===== src/rtl/phi_omega_ladder_gen.sv =====
// Five-band geometric omega ladder: theta * r^k for k=0..4, r = PHI_Q + ratio_offset.
// One shared multiplier steps through alpha, beta1, beta2 and gamma; outputs commit atomically.
module phi_omega_ladder_gen #(
  parameter int WIDTH = 18,
  parameter int FRAC  = 14,
  parameter int PHI_Q = 26510
) (
  input  logic                    clk,
  input  logic                    rst,
  input  logic                    clk_en,
  input  logic                    start,
  input  logic signed [WIDTH-1:0] omega_base,
  input  logic signed [WIDTH-1:0] ratio_offset,
  output logic signed [WIDTH-1:0] omega_theta,
  output logic signed [WIDTH-1:0] omega_alpha,
  output logic signed [WIDTH-1:0] omega_beta1,
  output logic signed [WIDTH-1:0] omega_beta2,
  output logic signed [WIDTH-1:0] omega_gamma,
  output logic                    busy,
  output logic                    done,
  output logic                    sat
);

  typedef enum logic [2:0] {IDLE, S_A, S_B1, S_B2, S_G} state_t;

  localparam logic signed [WIDTH:0]     PHI_EXT = (WIDTH+1)'(PHI_Q);
  localparam logic signed [WIDTH:0]     R_MAX   = {2'b00, {(WIDTH-1){1'b1}}};
  localparam logic signed [2*WIDTH-1:0] P_MAX   = {{(WIDTH+1){1'b0}}, {(WIDTH-1){1'b1}}};
  localparam logic signed [2*WIDTH-1:0] P_MIN   = {{(WIDTH+1){1'b1}}, {(WIDTH-1){1'b0}}};
  localparam logic signed [WIDTH-1:0]   W_MAX   = {1'b0, {(WIDTH-1){1'b1}}};
  localparam logic signed [WIDTH-1:0]   W_MIN   = {1'b1, {(WIDTH-1){1'b0}}};

  state_t state_q, state_d;
  logic signed [WIDTH-1:0] t_q, t_d, work_q, work_d, r_q, r_d;
  logic signed [WIDTH-1:0] a_q, a_d, b1_q, b1_d, b2_q, b2_d;
  logic signed [WIDTH-1:0] th_q, th_d, al_q, al_d, be1_q, be1_d, be2_q, be2_d, ga_q, ga_d;
  logic sat_run_q, sat_run_d, busy_q, busy_d, done_q, done_d, sat_q, sat_d;

  logic signed [WIDTH:0]     ratio_sum;
  logic signed [WIDTH-1:0]   ratio_clamped;
  logic                      ratio_sat;
  logic signed [2*WIDTH-1:0] prod, shifted;
  logic signed [WIDTH-1:0]   step_val;
  logic                      step_sat;

  always_comb begin
    ratio_sum     = PHI_EXT + (WIDTH+1)'(ratio_offset);
    ratio_clamped = ratio_sum[WIDTH-1:0];
    ratio_sat     = 1'b0;
    if (ratio_sum[WIDTH]) begin
      ratio_clamped = '0;
      ratio_sat     = 1'b1;
    end else if (ratio_sum > R_MAX) begin
      ratio_clamped = W_MAX;
      ratio_sat     = 1'b1;
    end
  end

  // Arithmetic shift of the full product gives floor division by 2^FRAC.
  always_comb begin
    prod     = (2*WIDTH)'(work_q) * (2*WIDTH)'(r_q);
    shifted  = prod >>> FRAC;
    step_val = shifted[WIDTH-1:0];
    step_sat = 1'b0;
    if (shifted > P_MAX) begin
      step_val = W_MAX;
      step_sat = 1'b1;
    end else if (shifted < P_MIN) begin
      step_val = W_MIN;
      step_sat = 1'b1;
    end
  end

  always_comb begin
    state_d = state_q;  t_d = t_q;  work_d = work_q;  r_d = r_q;
    a_d = a_q;  b1_d = b1_q;  b2_d = b2_q;
    th_d = th_q;  al_d = al_q;  be1_d = be1_q;  be2_d = be2_q;  ga_d = ga_q;
    sat_run_d = sat_run_q;  busy_d = busy_q;  sat_d = sat_q;
    done_d = 1'b0;
    if (clk_en) begin
      case (state_q)
        IDLE: if (start) begin
          t_d       = omega_base;
          work_d    = omega_base;
          r_d       = ratio_clamped;
          sat_run_d = ratio_sat;
          busy_d    = 1'b1;
          state_d   = S_A;
        end
        S_A: begin
          work_d = step_val;  a_d = step_val;
          sat_run_d = sat_run_q | step_sat;
          state_d = S_B1;
        end
        S_B1: begin
          work_d = step_val;  b1_d = step_val;
          sat_run_d = sat_run_q | step_sat;
          state_d = S_B2;
        end
        S_B2: begin
          work_d = step_val;  b2_d = step_val;
          sat_run_d = sat_run_q | step_sat;
          state_d = S_G;
        end
        S_G: begin
          th_d = t_q;  al_d = a_q;  be1_d = b1_q;  be2_d = b2_q;  ga_d = step_val;
          sat_d   = sat_run_q | step_sat;
          done_d  = 1'b1;
          busy_d  = 1'b0;
          state_d = IDLE;
        end
        default: state_d = IDLE;
      endcase
    end
  end

  always_ff @(posedge clk) begin
    if (rst) begin
      state_q <= IDLE;
      t_q <= '0;  work_q <= '0;  r_q <= '0;
      a_q <= '0;  b1_q <= '0;  b2_q <= '0;
      th_q <= '0;  al_q <= '0;  be1_q <= '0;  be2_q <= '0;  ga_q <= '0;
      sat_run_q <= 1'b0;  busy_q <= 1'b0;  done_q <= 1'b0;  sat_q <= 1'b0;
    end else begin
      state_q <= state_d;
      t_q <= t_d;  work_q <= work_d;  r_q <= r_d;
      a_q <= a_d;  b1_q <= b1_d;  b2_q <= b2_d;
      th_q <= th_d;  al_q <= al_d;  be1_q <= be1_d;  be2_q <= be2_d;  ga_q <= ga_d;
      sat_run_q <= sat_run_d;  busy_q <= busy_d;  done_q <= done_d;  sat_q <= sat_d;
    end
  end

  assign omega_theta = th_q;
  assign omega_alpha = al_q;
  assign omega_beta1 = be1_q;
  assign omega_beta2 = be2_q;
  assign omega_gamma = ga_q;
  assign busy        = busy_q;
  assign done        = done_q;
  assign sat         = sat_q;

endmodule

===== config.mk =====
export PLATFORM = sky130hd
export DESIGN_NAME = phi_omega_ladder_gen
export DESIGN_NICKNAME = d
export VERILOG_FILES = /design/src/rtl/phi_omega_ladder_gen.sv
export SDC_FILE = /design/constraint.sdc
export NUM_CORES = 1
export LEC_CHECK = 0
export ABC_AREA = 1
export CAP_MARGIN = 20
export CELL_PAD_IN_SITES_DETAIL_PLACEMENT = 0
export CELL_PAD_IN_SITES_GLOBAL_PLACEMENT = 1
export CORE_ASPECT_RATIO = 0.5
export CORE_MARGIN = 1
export CORE_UTILIZATION = 41
export CTS_CLUSTER_SIZE = 16
export DETAILED_ROUTE_END_ITERATION = 6
export PLACE_DENSITY_LB_ADDON = 0.08
export RECOVER_POWER = 100
export SETUP_SLACK_MARGIN = 0.05
export SLEW_MARGIN = 10
export SYNTH_ARGS = -nofsm -noshare
export SYNTH_HDL_FRONTEND = slang
export SYNTH_SLANG_ARGS = --single-unit
export TNS_END_PERCENT = 10

===== constraint.sdc =====
create_clock -name clk -period 5.95 [get_ports clk]
set_input_delay 1.19 -clock clk [delete_from_list [all_inputs] [get_ports clk]]
set_output_delay 1.19 -clock clk [all_outputs]
set_load 0.02 [all_outputs]

==> metrics.yaml <==
run_status:
  status: "finished with violations"
  violations: "max-capacitance violations, max-slew violations, negative setup slack"
finish:
  most-common-layout-cells: "inv_1 (744), nand2_1 (576), fa_1 (313)"
  layout_commonest_cell: "inv_1"
  syn_to_final_growth_pct: 28.1
  post-route-cell-area_um2: 27900
  diodes: 0
  fin_util: 0.535
  drive_gt1_frac: 0.196
  fin_nets: 3723
power_and_ir_drop:
  comb_power_share: 0.386
  power_leakage_nw: 15.5
  p_clk_frac: 0.304
  p_per_area_nw_per_um2: 170
  sw_frac_of_total: 0.374
  p_switching_mw: 1.78
  ir_worst_vdd_uv: 215
  p_int_mw: 2.98
  sequentialPowerShare: 0.309
cts:
  clk_pin_slew_ns: 0.06
  clockBufferDepth: 3
  cts_tree: "yes"
  clockRootBuffer: "clkbuf_16"
  ctsHtreeMaxLevel: 1
  clock_latency_ns: 0.54
  numCtsBuffers: 23
  cts_hold_buf: 0
  cts.sinks: 205
sta:
  clock_skew_ns: 0.0159
  rsz0062_at_grt: "true"
  setup-violations-final: 92
  post-route-period-util: 1.05
  hold_viol: 0
  report.final.slew_viol_count: 80
  worst_pin_slew_ns: 2.62
  setup_ws_ns: -0.273
  max_freq_mhz: 161
  relSlewSlack: -0.763
  finalCriticalPeriod_ns: 6.22
grt:
  antenna_found_initial: 0
  grt_overflow: 0
  grtUsageTotal: 0.252
  grt_max_degree: 83
  grt_pass1_wl_mm: 105
  grt_pass1_vias: 19000
setup_path:
  r2r-end: "work_q[1]"
  end_kind: "flip-flop"
  critPathMostFrequentCell: "fa_1"
  cp_top_family: "adder cells"
  critPathMaxStageDelay_ns: 0.61
  cp.arrival_ns: 6.68
  critPathMaxFanout: 7
  worstRegToRegCells: 29
  worstSetupPathType: "flip-flop to flip-flop"
  cp.required_ns: 6.41
  r2r-start: "work_q[17]"
  cp-start-kind: "flip-flop"
  worst_path_max_delay_cell: "fa_2"
  cp.buffers_inverters: 11
  r2r_setup_slack_ns: -0.27
hold_path:
  hold_end: "omega_beta2[12]"
  worstHoldStart: "b2_q[12]"
  whs_path_depth: 2
  hold_class: "flip-flop to flip-flop"
floorplan:
  die_h_um: 165
  num_rows: 59
  coreArea_um2: 52200
  die_x_um: 328
  start_util: 0.417
  ios: 133
  die-area_um2: 54100
drt:
  drtIter0Drc: 1049
  ant_nets: 0
  drtPass1Iterations: 5
  wl_mm: 65.7
  vias_per_cell: 4.70
  remaining_drc_errors: 0
  vias: 18700
  post_drt_wl_per_cell_um: 16.5
synth:
  ys_warn_count: 0
  synth.distinct_cells: 49
  avgSynthCellArea_um2: 7.40
  netlist_area_um2: 21800
  syn-num-nets: 3401
  synth.ff_latch_count: 205
  ys_seq_area_frac: 0.188
  postSynthCellCount: 2943
  synth_flop_cell: "dfxtp_1"
  async_reset_ff_frac: 0
  synth_edf_count: 0
placement:
  routabilityCongestion: 0.909
  pre_cts_ws_ns: -0.753
  hpwl_mm: 53.1
  dpl_cell_area_um2: 25700
  io_buffer_count: 132
job:
  maxCapViolCount: 3
stage by stage:
stage,std cells,TNS (ns),hold WS (ns),power (mW)
floorplan,2943,0,0.430,2.37
global placement,3908,-44.59,0.441,3.04
detailed placement,3908,-48.59,0.447,3.05
CTS,3969,-14.86,0.454,4.70
global route,3980,-35.82,0.471,5.00
finish,3980,-19.39,0.452,4.75
worst max-delay path by stage:
| stage | endpoint | cells past startpoint | start |
|---|---|---|---|
| after global placement | work_q[14] | 31 | work_q[6] |
| after floorplan | b1_q[8] | 32 | work_q[16] |
| after global routing | b2_q[0] | 31 | work_q[17] |
| after detailed placement | work_q[14] | 31 | work_q[6] |
| final | work_q[1] | 29 | work_q[17] |
| after CTS | work_q[4] | 29 | work_q[17] |
cell usage after synthesis, types with 5 or more instances:
| master | n | area (µm²) |
|---|---|---|
| buf_1 | 17 | 63.8 |
| clkinv_1 | 5 | 18.8 |
| xor2_1 | 19 | 166 |
| nand3_2 | 9 | 90.1 |
| xnor2_1 | 7 | 61.3 |
| o21ai_0 | 113 | 566 |
| o211ai_1 | 16 | 120 |
| nand4_1 | 6 | 37.5 |
| nor2_1 | 240 | 901 |
| fa_1 | 328 | 6570 |
| nand2_1 | 644 | 2420 |
| nand2_4 | 20 | 225 |
| a21oi_2 | 6 | 52.6 |
| dfxtp_1 | 205 | 4100 |
| a21oi_1 | 155 | 776 |
| nand3_1 | 61 | 305 |
| ha_1 | 90 | 1130 |
| buf_6 | 7 | 78.8 |
| inv_1 | 767 | 2880 |
| clkbuf_1 | 102 | 383 |
| nand2_2 | 16 | 100 |
| nor2_2 | 9 | 56.3 |
| nor3_1 | 11 | 55.1 |
| o21ai_1 | 48 | 240 |
power groups by stage:
stage	clock (mW)	sequential, mW	combinational [mW]
global route	1.54	1.47	1.99
floorplan	0	1.47	0.902
detailed placement	0	1.50	1.55
CTS	1.48	1.47	1.75
global placement	0	1.50	1.55
finish	1.45	1.47	1.84
worst reg2reg max path, delay by kind of cell (launching register included):
kind                       cells  cell delay [ns]
AOI/OAI and AO/OA              3             0.44
DFF                            1             0.37
and+or+nand+nor                8             0.61
adders and majority gates      7             3.46
buffers and inverters         11             1.26
repair_timing:
| item | 4_1_cts | 5_1_grt |
|---|---|---|
| buffers inserted | 20 | 11 |
| gates resized for setup | 221 | 109 |
| cloned | 2 | 0 |
| setup endpoints to repair | 92 | 92 |
| pin swaps | 81 | 75 |
final cells by class:
cell class / count / area, µm²
Clock buffer: 29 / 628
Clock inverter: 10 / 121
Fill cell: 5220 / 24300
Inverter: 775 / 2930
Multi-Input combinational cell: 1824 / 15200
Sequential cell: 205 / 4140
Tap cell: 701 / 877
Timing Repair Buffer: 436 / 4050
routing by layer:
metal,up-vias,track usage,share of wire
met5,-,0,0
met4,0,0.0346,0.012
met3,55,0.0357,0.048
met2,320,0.436,0.48
met1,9127,0.343,0.46
li1,9209,-,-
cells by family (layout without fill, tap and decap cells):
kind of cell | after synthesis | in the layout | synth area share
buffers and inverters | 915 | 1250 | 0.166
xor gates and xnor gates | 26 | 26 | 0.0105
DFF | 205 | 205 | 0.188
adders and majority gates | 418 | 418 | 0.353
AOI/OAI and AO/OA | 348 | 348 | 0.0842
and+or+nand+nor | 1031 | 1032 | 0.198
No activity file was read; power rests on OpenSTA's default activity.
